### src/rtl/ibex_defines.sv
// Shared types for the instruction-bus arbiter: master identifiers and a
// helper that returns the opposite master for round-robin rotation.
package ibex_defines;

  typedef enum logic {
    ARB_M_FETCH = 1'b0,
    ARB_M_AUX   = 1'b1
  } arb_master_e;

  function automatic arb_master_e arb_other(input arb_master_e m);
    return (m == ARB_M_FETCH) ? ARB_M_AUX : ARB_M_FETCH;
  endfunction

endpackage

### src/rtl/ibex_arb_owner_fifo.sv
// In-order owner FIFO: records which master issued each granted request so
// returning rvalids can be routed back in issue order.
module ibex_arb_owner_fifo
  import ibex_defines::*;
#(
  parameter int DEPTH = 2,
  parameter int CNT_W = $clog2(DEPTH + 1)
) (
  input  logic              clk,
  input  logic              rst_n,
  input  logic              push_i,
  input  arb_master_e       data_i,
  input  logic              pop_i,
  output arb_master_e       head_o,
  output logic [CNT_W-1:0]  count_o,
  output logic              empty_o,
  output logic              full_o
);

  localparam int PTR_W = (DEPTH > 1) ? $clog2(DEPTH) : 1;

  arb_master_e        mem_q [DEPTH];
  arb_master_e        mem_d [DEPTH];
  logic [PTR_W-1:0]   wr_ptr_q, wr_ptr_d;
  logic [PTR_W-1:0]   rd_ptr_q, rd_ptr_d;
  logic [CNT_W-1:0]   count_q, count_d;
  logic               do_push_s, do_pop_s;

  // Pointers wrap explicitly so non-power-of-two depths work.
  function automatic logic [PTR_W-1:0] ptr_inc(input logic [PTR_W-1:0] p);
    return (p == PTR_W'(DEPTH - 1)) ? {PTR_W{1'b0}} : p + PTR_W'(1);
  endfunction

  // Status flags and head entry.
  always_comb begin
    empty_o = (count_q == {CNT_W{1'b0}});
    full_o  = (count_q == CNT_W'(DEPTH));
    count_o = count_q;
    head_o  = mem_q[rd_ptr_q];
  end

  // Next-state for storage, pointers and occupancy.
  always_comb begin
    do_push_s = push_i & ~full_o;
    do_pop_s  = pop_i & ~empty_o;
    mem_d     = mem_q;
    wr_ptr_d  = wr_ptr_q;
    rd_ptr_d  = rd_ptr_q;
    count_d   = count_q;
    if (do_push_s) begin
      mem_d[wr_ptr_q] = data_i;
      wr_ptr_d        = ptr_inc(wr_ptr_q);
    end else begin
      wr_ptr_d = wr_ptr_q;
    end
    if (do_pop_s) begin
      rd_ptr_d = ptr_inc(rd_ptr_q);
    end else begin
      rd_ptr_d = rd_ptr_q;
    end
    case ({do_push_s, do_pop_s})
      2'b10:   count_d = count_q + CNT_W'(1);
      2'b01:   count_d = count_q - CNT_W'(1);
      default: count_d = count_q;
    endcase
  end

  // State registers.
  always_ff @(posedge clk or negedge rst_n) begin
    if (!rst_n) begin
      for (int i = 0; i < DEPTH; i++) begin
        mem_q[i] <= ARB_M_FETCH;
      end
      wr_ptr_q <= {PTR_W{1'b0}};
      rd_ptr_q <= {PTR_W{1'b0}};
      count_q  <= {CNT_W{1'b0}};
    end else begin
      mem_q    <= mem_d;
      wr_ptr_q <= wr_ptr_d;
      rd_ptr_q <= rd_ptr_d;
      count_q  <= count_d;
    end
  end

endmodule

### src/rtl/ibex_instr_bus_arbiter.sv
// Round-robin arbiter sharing one instruction-memory req/gnt/rvalid port
// between the fetch path (master 0) and an auxiliary reader (master 1).
module ibex_instr_bus_arbiter
  import ibex_defines::*;
#(
  parameter int MAX_OUTSTANDING = 2
) (
  input  logic        clk,
  input  logic        rst_n,
  input  logic        m0_req_i,
  input  logic [31:0] m0_addr_i,
  output logic        m0_gnt_o,
  output logic        m0_rvalid_o,
  output logic [31:0] m0_rdata_o,
  input  logic        m1_req_i,
  input  logic [31:0] m1_addr_i,
  output logic        m1_gnt_o,
  output logic        m1_rvalid_o,
  output logic [31:0] m1_rdata_o,
  output logic        instr_req_o,
  output logic [31:0] instr_addr_o,
  input  logic        instr_gnt_i,
  input  logic        instr_rvalid_i,
  input  logic [31:0] instr_rdata_i,
  output logic        busy_o,
  output logic        err_rvalid_o
);

  localparam int CNT_W = $clog2(MAX_OUTSTANDING + 1);

  arb_master_e      sel_s, fifo_head_s;
  arb_master_e      lock_owner_q, lock_owner_d;
  arb_master_e      rr_q, rr_d;
  logic             lock_q, lock_d;
  logic             err_rvalid_q, err_rvalid_d;
  logic             sel_req_s, grant_s, pop_s;
  logic [31:0]      sel_addr_s;
  logic [CNT_W-1:0] fifo_count_s;
  logic             fifo_empty_s, fifo_full_s;

  // Arbitration: a pending lock pins the selection until the grant.
  always_comb begin
    sel_s = rr_q;
    if (lock_q) begin
      sel_s = lock_owner_q;
    end else if (m0_req_i && !m1_req_i) begin
      sel_s = ARB_M_FETCH;
    end else if (m1_req_i && !m0_req_i) begin
      sel_s = ARB_M_AUX;
    end else begin
      sel_s = rr_q;
    end
    case (sel_s)
      ARB_M_FETCH: begin sel_req_s = m0_req_i; sel_addr_s = m0_addr_i; end
      ARB_M_AUX:   begin sel_req_s = m1_req_i; sel_addr_s = m1_addr_i; end
      default:     begin sel_req_s = 1'b0;     sel_addr_s = 32'h0;     end
    endcase
  end

  // Outputs; a full FIFO blocks the request regardless of a same-cycle rvalid.
  always_comb begin
    instr_req_o  = rst_n & sel_req_s & ~fifo_full_s;
    instr_addr_o = instr_req_o ? sel_addr_s : 32'h0;
    grant_s      = instr_req_o & instr_gnt_i;
    m0_gnt_o     = grant_s & (sel_s == ARB_M_FETCH);
    m1_gnt_o     = grant_s & (sel_s == ARB_M_AUX);
    pop_s        = instr_rvalid_i & ~fifo_empty_s;
    m0_rvalid_o  = pop_s & (fifo_head_s == ARB_M_FETCH);
    m1_rvalid_o  = pop_s & (fifo_head_s == ARB_M_AUX);
    m0_rdata_o   = rst_n ? instr_rdata_i : 32'h0;
    m1_rdata_o   = rst_n ? instr_rdata_i : 32'h0;
    busy_o       = instr_req_o | (fifo_count_s != {CNT_W{1'b0}});
    err_rvalid_o = err_rvalid_q;
  end

  // Lock, rotation and error next-state; a dropped request releases the lock.
  always_comb begin
    lock_d       = instr_req_o & ~instr_gnt_i;
    lock_owner_d = lock_owner_q;
    rr_d         = rr_q;
    if (lock_d) begin
      lock_owner_d = sel_s;
    end else begin
      lock_owner_d = lock_owner_q;
    end
    if (grant_s) begin
      rr_d = arb_other(sel_s);
    end else begin
      rr_d = rr_q;
    end
    err_rvalid_d = err_rvalid_q | (instr_rvalid_i & fifo_empty_s);
  end

  // State registers.
  always_ff @(posedge clk or negedge rst_n) begin
    if (!rst_n) begin
      lock_q       <= 1'b0;
      lock_owner_q <= ARB_M_FETCH;
      rr_q         <= ARB_M_FETCH;
      err_rvalid_q <= 1'b0;
    end else begin
      lock_q       <= lock_d;
      lock_owner_q <= lock_owner_d;
      rr_q         <= rr_d;
      err_rvalid_q <= err_rvalid_d;
    end
  end

  ibex_arb_owner_fifo #(
    .DEPTH (MAX_OUTSTANDING),
    .CNT_W (CNT_W)
  ) u_owner_fifo (
    .clk     (clk),
    .rst_n   (rst_n),
    .push_i  (grant_s),
    .data_i  (sel_s),
    .pop_i   (pop_s),
    .head_o  (fifo_head_s),
    .count_o (fifo_count_s),
    .empty_o (fifo_empty_s),
    .full_o  (fifo_full_s)
  );

endmodule

### config.mk
export PLATFORM = sky130hd
export DESIGN_NAME = ibex_instr_bus_arbiter
export DESIGN_NICKNAME = d
export VERILOG_FILES = /design/src/rtl/ibex_defines.sv /design/src/rtl/ibex_arb_owner_fifo.sv /design/src/rtl/ibex_instr_bus_arbiter.sv
export SDC_FILE = /design/constraint.sdc
export NUM_CORES = 1
export LEC_CHECK = 0
export BUFFER_PORTS_ARGS = -buffer_cell sky130_fd_sc_hd__buf_2
export CORE_ASPECT_RATIO = 1.4
export CORE_MARGIN = 10
export CORE_UTILIZATION = 31
export DETAILED_ROUTE_END_ITERATION = 10
export PLACE_DENSITY_LB_ADDON = 0.2
export SLEW_MARGIN = 40
export SYNTH_ARGS = -nofsm -noshare
export SYNTH_HDL_FRONTEND = slang
export SYNTH_SLANG_ARGS = --single-unit
export TNS_END_PERCENT = 50
### constraint.sdc
create_clock -name clk -period 1.4 [get_ports clk]
set_input_delay 0 -clock clk [delete_from_list [all_inputs] [get_ports clk]]
set_output_delay 0 -clock clk [all_outputs]
set_load 0.02 [all_outputs]
==> results of run 1 <==
-- metrics by stage --
stage          setup slack [ns]   TNS, ns  utilization, %  hold slack (ns)
2_1_floorplan          -0.05116  -0.05116               -          -0.2956
3_3_place_gp           -0.08096    -1.488           49.79          -0.1750
3_5_place_dp            -0.1158    -3.176           49.79          -0.1707
4_1_cts                 -0.2561    -21.21           54.65           0.1159
5_1_grt                 -0.3012    -9.681           57.92           0.1070
6_report                -0.2192    -6.776           57.92          0.07028
-- registers in the layout, indices dropped and copies added (netlist names) --
register	flops
err_rvalid_o	1
lock_owner_q	1
lock_q	1
rr_q	1
u_owner_fifo.count_o	2
u_owner_fifo.mem_q	2
u_owner_fifo.rd_ptr_q	1
u_owner_fifo.wr_ptr_q	1
-- layer usage --
metal / track usage (%) / vias to the layer above / wire (microns)
li1: - / 1181 / -
met1: 18.60 / 1103 / 3234
met2: 31.42 / 74 / 4943
met3: 3.358 / 9 / 471
met4: 3.293 / 0 / 66
met5: 0 / - / 0
-- path summary, 6_finish.rpt --
kind	start	end	cells after the start	slack [ns]
hold / removal	rst_n	u_owner_fifo.wr_ptr_q	4	0.07
setup / recovery	rr_q	instr_addr_o[24]	7	-0.22
max in group asynchronous	rst_n	lock_owner_q	4	0.79
min in group clk	m0_req_i	lock_owner_q	2	0.13
setup reg to reg	lock_q	u_owner_fifo.count_o[1]	8	-0.17
hold reg to reg	err_rvalid_o	err_rvalid_o	1	0.46
-- critical path: cells and delay by family, from the launching register on --
| family | cells | cell delay [ns] |
|---|---|---|
| flops | 1 | 0.39 |
| compound gates | 2 | 0.34 |
| simple gates | 2 | 0.25 |
| buf+inv | 3 | 0.41 |
-- cell type report --
| type | count | area (sq um) |
|---|---|---|
| well taps | 68 | 85.08 |
| inverters | 5 | 21.27 |
| flip-flops and latches | 10 | 250.2 |
| fillers | 503 | 2308 |
| multi-input cells | 174 | 1286 |
| clock buffers | 3 | 41.29 |
| repair buffers | 235 | 1493 |
-- power by group --
part	internal, W	switching (W)	leakage, nW	total, W
combinational	0.00146	0.00173	1.54	0.00319
clock	0.000188	0.000106	0.0216	0.000294
sequential	0.000409	0.000108	0.111	0.000517
total	0.00206	0.00194	1.67	0.00400
-- cells in the final DEF, fill, tap and decap left out, types with 4 or more instances in the layout --
cell type  netlist  routed
buf_4           33      38
buf_2           10     169
dfrtp_1         10      10
nand3_1         33      25
buf_12           0       4
o21ai_1         30      32
and2_1          34      33
a21oi_2         29      31
xnor2_1          4       4
nor2_1           5       5
nand3_2          0       7
buf_6            3      19
-- timing repair --
action,CTS,global route
setup buffers,3,2
gates resized for setup,48,37
cloned,2,1
hold endpoints to repair,7,4
setup endpoints to repair,41,105
hold buffers,3,1
pin swaps,7,11
-- kinds of logic (layout without fill, tap and decap cells) --
logic type	after synthesis	after routing	share of synthesized area [%]
adder cells (fa/ha/maj)	1	1	0.7172
flip-flops	10	10	14.35
multiplexers	2	2	1.148
XOR/XNOR	5	5	2.511
AND/OR/NAND/NOR	85	85	28.48
AO/OA/AOI/OAI	80	81	31.42
buffers and inverters	57	243	21.38
==> impl_metrics.py, run 1 <==
metrics = {
    "timing": {
        "maxSlewViolCount": 0,
        "fmax_ghz": 0.6176,
        "final_hold_viol_count": 0,
        "period_needed_ns": 1.619,
        "worst_slack_ns": -0.2192,
        "finalCritPeriodShare_pct": 115.7,
        "rsz0062_at_grt": "true",
        "relSlewSlack_pct": 83.22,
        "worst_pin_slew_ns": 0.2448,
        "skew_ns": 0.001922,
        "setup_viol": 39,
    },
    "grt": {
        "globalRouteTotalUtil_pct": 16.54,
        "grt-ovfl-total": 0,
        "grt_max_degree": 37,
        "antenna_found_initial": 0,
        "grt_pass1_vias": 2318,
        "grt_pass1_wl_microns": 12650,
    },
    "routing": {
        "avgRoutedWirePerCell_microns": 17.61,
        "antenna_left": 0,
        "drc_errors": 0,
        "num_vias": 2367,
        "drt_iter0_markers": 84,
        "via_per_inst": 4.782,
        "dr.pass1.iters": 4,
        "finalWirelength_microns": 8716,
    },
    "pwr": {
        "peakVddDrop_uv": 1052,
        "leakage_nw": 1.672,
        "p_per_area_nw_per_um2": 1259,
        "total_power_w": 0.004000,
    },
    "placement": {
        "dp.final_hpwl_microns": 6767,
        "gp_congestion": 0.8116,
        "dp.cells": 481,
        "io_buffers": 204,
        "placed_area_sq_um": 2731,
    },
    "yosys": {
        "netlist.top_cell.by_area": "a21oi_2",
        "mappedNetlistArea_sq_um": 1744,
        "synth-main-ff-cell": "dfrtp_1",
        "yosysUniqueCellTypes": 31,
        "yosysWarnings": 0,
        "synth-edff-count": 0,
        "synthDominantCellAreaShare_pct": 14.56,
        "syn_inst": 240,
        "synth_area_per_cell_sq_um": 7.267,
        "seq_area_frac_synth_pct": 14.35,
        "async_flop_share_pct": 100.0,
        "syn_nets": 343,
        "ys_ff_latch": 10,
        "yosys-top-cells-area": "a21oi_2 15%, dfrtp_1 14%, buf_4 14%, and2_1 12%, nand3_1 9.5%",
        "synth_common_cells": "34 x and2_1, 33 x buf_4, 33 x nand3_1",
        "synth.most_common_cell": "and2_1",
    },
    "setup_path": {
        "crit_required_ns": 1.40,
        "cp_max_fo": 8,
        "critPathMaxStageDelay_ns": 0.39,
        "cp-start-kind": "flop",
        "criticalPathCategory": "flop to primary output",
        "crit_path_top_delay_cell": "dfrtp_1",
        "crit_top_cell": "buf_6",
        "crit_chain": "nor2b_4, o211ai_2, buf_6, buf_12, nand3_1, a21oi_2, buf_6",
        "cp.arrival_ns": 1.62,
        "worst_setup_path_end_kind": "primary output",
    },
    "die": {
        "core_area_sq_um": 5485,
        "ios": 205,
        "die_y_microns": 108.8,
        "start_util_pct": 31.80,
        "fp.dieW_microns": 83.40,
        "fp.dieArea_sq_um": 9069,
        "rows": 32,
    },
    "status": {
        "status": "complete, but fails checks",
        "failed_checks": "setup timing",
    },
    "clocking": {
        "clock_path_buffers": 2,
        "clock_latency_ns": 0.23,
        "h-tree-depth": 1,
        "clock-root-buffer": "clkbuf_8",
        "cts_tree": "done",
        "numCtsBuffers": 3,
        "cts.sinks": 10,
        "clkSlewWorstSetupHoldPaths_ns": 0.05,
    },
    "cells_and_area": {
        "final_cells": 495,
        "drive_gt1_share_pct": 68.62,
        "diodes": 0,
        "fin_area_sq_um": 3177,
        "fin_nets": 532,
        "area_growth_pct": 82.14,
    },
    "run": {
        "drv_cap": 0,
    },
    "worst_hold_path": {
        "hp-class": "input pin to asynchronous set/reset pin",
    },
}
No activity file was read; power rests on OpenSTA's default activity.
==> inputs of run 2 (changes only) <==
--- a/config.mk
+++ b/config.mk
@@ -5,12 +5,14 @@
 export SDC_FILE = /design/constraint.sdc
 export NUM_CORES = 1
 export LEC_CHECK = 0
+export ABC_AREA = 0
 export BUFFER_PORTS_ARGS = -buffer_cell sky130_fd_sc_hd__buf_2
 export CORE_ASPECT_RATIO = 1.4
 export CORE_MARGIN = 10
 export CORE_UTILIZATION = 31
 export DETAILED_ROUTE_END_ITERATION = 10
 export PLACE_DENSITY_LB_ADDON = 0.2
+export RECOVER_POWER = 50
 export SLEW_MARGIN = 40
 export SYNTH_ARGS = -nofsm -noshare
 export SYNTH_HDL_FRONTEND = slang
==> run 2 against run 1 <==
Net effect: non-clock buffer count unchanged; power down 0.30%; fmax is 0.39% lower; register-to-register slack about the same; first-iteration DRC count is 7.1% higher; sequential cell count stayed put; the flow still finishes with violations (setup timing); design area shrank 0.39%; worst hold slack gained 0.055 ns; via count is 0.13% higher; die area unchanged; largest power group unchanged.
==> impl_metrics.py, run 2 (synthesis results as in run 1) <==
metrics = {
    "die": {
        "rows": 32,
        "start_util_pct": 31.80,
        "die_y_microns": 108.8,
        "fp.dieArea_sq_um": 9069,
        "fp.dieW_microns": 83.40,
        "ios": 205,
        "core_area_sq_um": 5485,
    },
    "pwr": {
        "switching_power_w": 0.001944,
        "p_per_area_nw_per_um2": 1260,
        "p_seq_share_pct": 13.0,
        "peakVddDrop_uv": 1053,
        "switching_share_pct": 48.75,
        "power.share.combinational_pct": 79.6,
        "p_int_w": 0.002044,
        "power_frac_clock_pct": 7.4,
        "leakage_nw": 1.639,
    },
    "placement": {
        "preCtsSetupSlack_ns": -0.1158,
        "placed_area_sq_um": 2731,
        "dp.final_hpwl_microns": 6767,
        "gp_congestion": 0.8116,
        "dp.cells": 481,
        "io_buffers": 204,
    },
    "clocking": {
        "cts_tree": "done",
        "h-tree-depth": 1,
        "clock_path_buffers": 2,
        "numCtsBuffers": 3,
        "clkSlewWorstSetupHoldPaths_ns": 0.04,
        "cts.sinks": 10,
        "clock-root-buffer": "clkbuf_8",
        "clock_latency_ns": 0.23,
    },
    "routing": {
        "dr.pass1.iters": 4,
        "drt_iter0_markers": 90,
        "via_per_inst": 4.788,
        "finalWirelength_microns": 8739,
        "antenna_left": 0,
        "drc_errors": 0,
        "num_vias": 2370,
        "avgRoutedWirePerCell_microns": 17.65,
    },
    "grt": {
        "grt-ovfl-total": 0,
        "grt_max_degree": 37,
        "globalRouteTotalUtil_pct": 16.54,
        "grt_pass1_vias": 2318,
        "antenna_found_initial": 0,
        "grt_pass1_wl_microns": 12650,
    },
    "setup_path": {
        "cp.arrival_ns": 1.63,
        "cp_max_fo": 8,
        "crit_top_cell": "buf_6",
        "critPathMaxStageDelay_ns": 0.39,
        "crit_required_ns": 1.40,
        "crit_path_top_delay_cell": "dfrtp_1",
        "criticalPathCategory": "flop to primary output",
        "crit_chain": "nor2b_4, o211ai_2, buf_6, buf_12, nand3_1, a21oi_2, buf_6",
        "worst_setup_path_end_kind": "primary output",
        "reg2reg_setup_slack_ns": -0.17,
        "cp-start-kind": "flop",
    },
    "timing": {
        "relSlewSlack_pct": 78.52,
        "setup_viol": 39,
        "rsz0062_at_grt": "true",
        "tns_ns": -6.920,
        "skew_ns": 0.001792,
        "final_hold_viol_count": 0,
        "period_needed_ns": 1.626,
        "fmax_ghz": 0.6151,
        "finalCritPeriodShare_pct": 116.1,
        "whs_ns": 0.1253,
        "worst_slack_ns": -0.2256,
        "worst_pin_slew_ns": 0.3222,
        "maxSlewViolCount": 0,
    },
    "cells_and_area": {
        "final_common_cell": "buf_2",
        "final_cells": 495,
        "drive_gt1_share_pct": 67.68,
        "area_growth_pct": 81.42,
        "fin_area_sq_um": 3164,
        "fin_nets": 532,
        "final_cell_mix": "154 x buf_2, 36 x buf_4, 32 x o21ai_1, 31 x a21oi_2, 25 x nand3_1",
        "diodes": 0,
    },
    "worst_hold_path": {
        "hp-class": "input pin to flop",
    },
    "status": {
        "failed_checks": "setup timing",
        "status": "complete, but fails checks",
    },
    "run": {
        "drv_cap": 0,
    },
}
run 2: cell types whose count changed in the layout (fill, tap and decap cells not counted), sizes merged:
cell	previous run	this run
clkbuf	4	21
buf	230	213
clkdlybuf4s25	0	1
dlymetal6s4s	1	0
run 2: repair_timing:
action / in CTS / in global routing
endpoints found under the setup margin: 41 / 105
gates resized for setup: 48 / 37
hold buffers: 3 / 1
endpoints found under the hold margin: 7 / 4
pin swaps: 7 / 11
gates cloned: 2 / 1
setup buffers: 3 / 2
run 2: per-stage QoR:
stage	util, %	total power (W)
CTS	54.65	0.003829
detailed placement	49.79	0.003172
finish	57.69	0.003987
global placement	49.79	0.003143
global route	57.69	0.004264
floorplan	-	0.002316
run 2: area by class of cell:
| type | instances | area, sq um |
|---|---|---|
| Clock buffer | 3 | 41.29 |
| Fill cell | 507 | 2321 |
| Inverter | 5 | 21.27 |
| Multi-Input combinational cell | 174 | 1286 |
| Sequential cell | 10 | 250.2 |
| Tap cell | 68 | 85.08 |
| Timing Repair Buffer | 235 | 1480 |
run 2: per-layer routing:
metal / wire [microns] / GRT usage [%] / vias to the layer above
li1: - / - / 1179
met4: 66 / 3.293 / 0
met1: 3242 / 18.60 / 1108
met3: 477 / 3.358 / 9
met5: 0 / 0 / -
met2: 4952 / 31.42 / 74
run 2: power by group through the flow:
stage                     sequential (W)  clock (W)  combinational (W)
after floorplan                 0.000518          0            0.00180
after global placement          0.000514          0            0.00263
after detailed placement        0.000515          0            0.00266
after CTS                       0.000517   0.000294            0.00302
after global routing            0.000538   0.000312            0.00341
final                           0.000518   0.000293            0.00318
run 2: path summary, 6_finish.rpt:
kind,start,to,cells after the start
max,rr_q,instr_addr_o[24],7
min,m0_req_i,lock_owner_q,2
min in group asynchronous,rst_n,u_owner_fifo.wr_ptr_q,4
max reg2reg,lock_q,u_owner_fifo.count_o[1],8
max in group asynchronous,rst_n,lock_owner_q,4
min reg2reg,err_rvalid_o,err_rvalid_o,1
run 2: worst max-delay path: cells and delay by family, from the launching register on:
family          cells  cell delay (ns)
compound gates      2             0.34
buf+inv             3             0.41
flops               1             0.39
simple gates        2             0.25
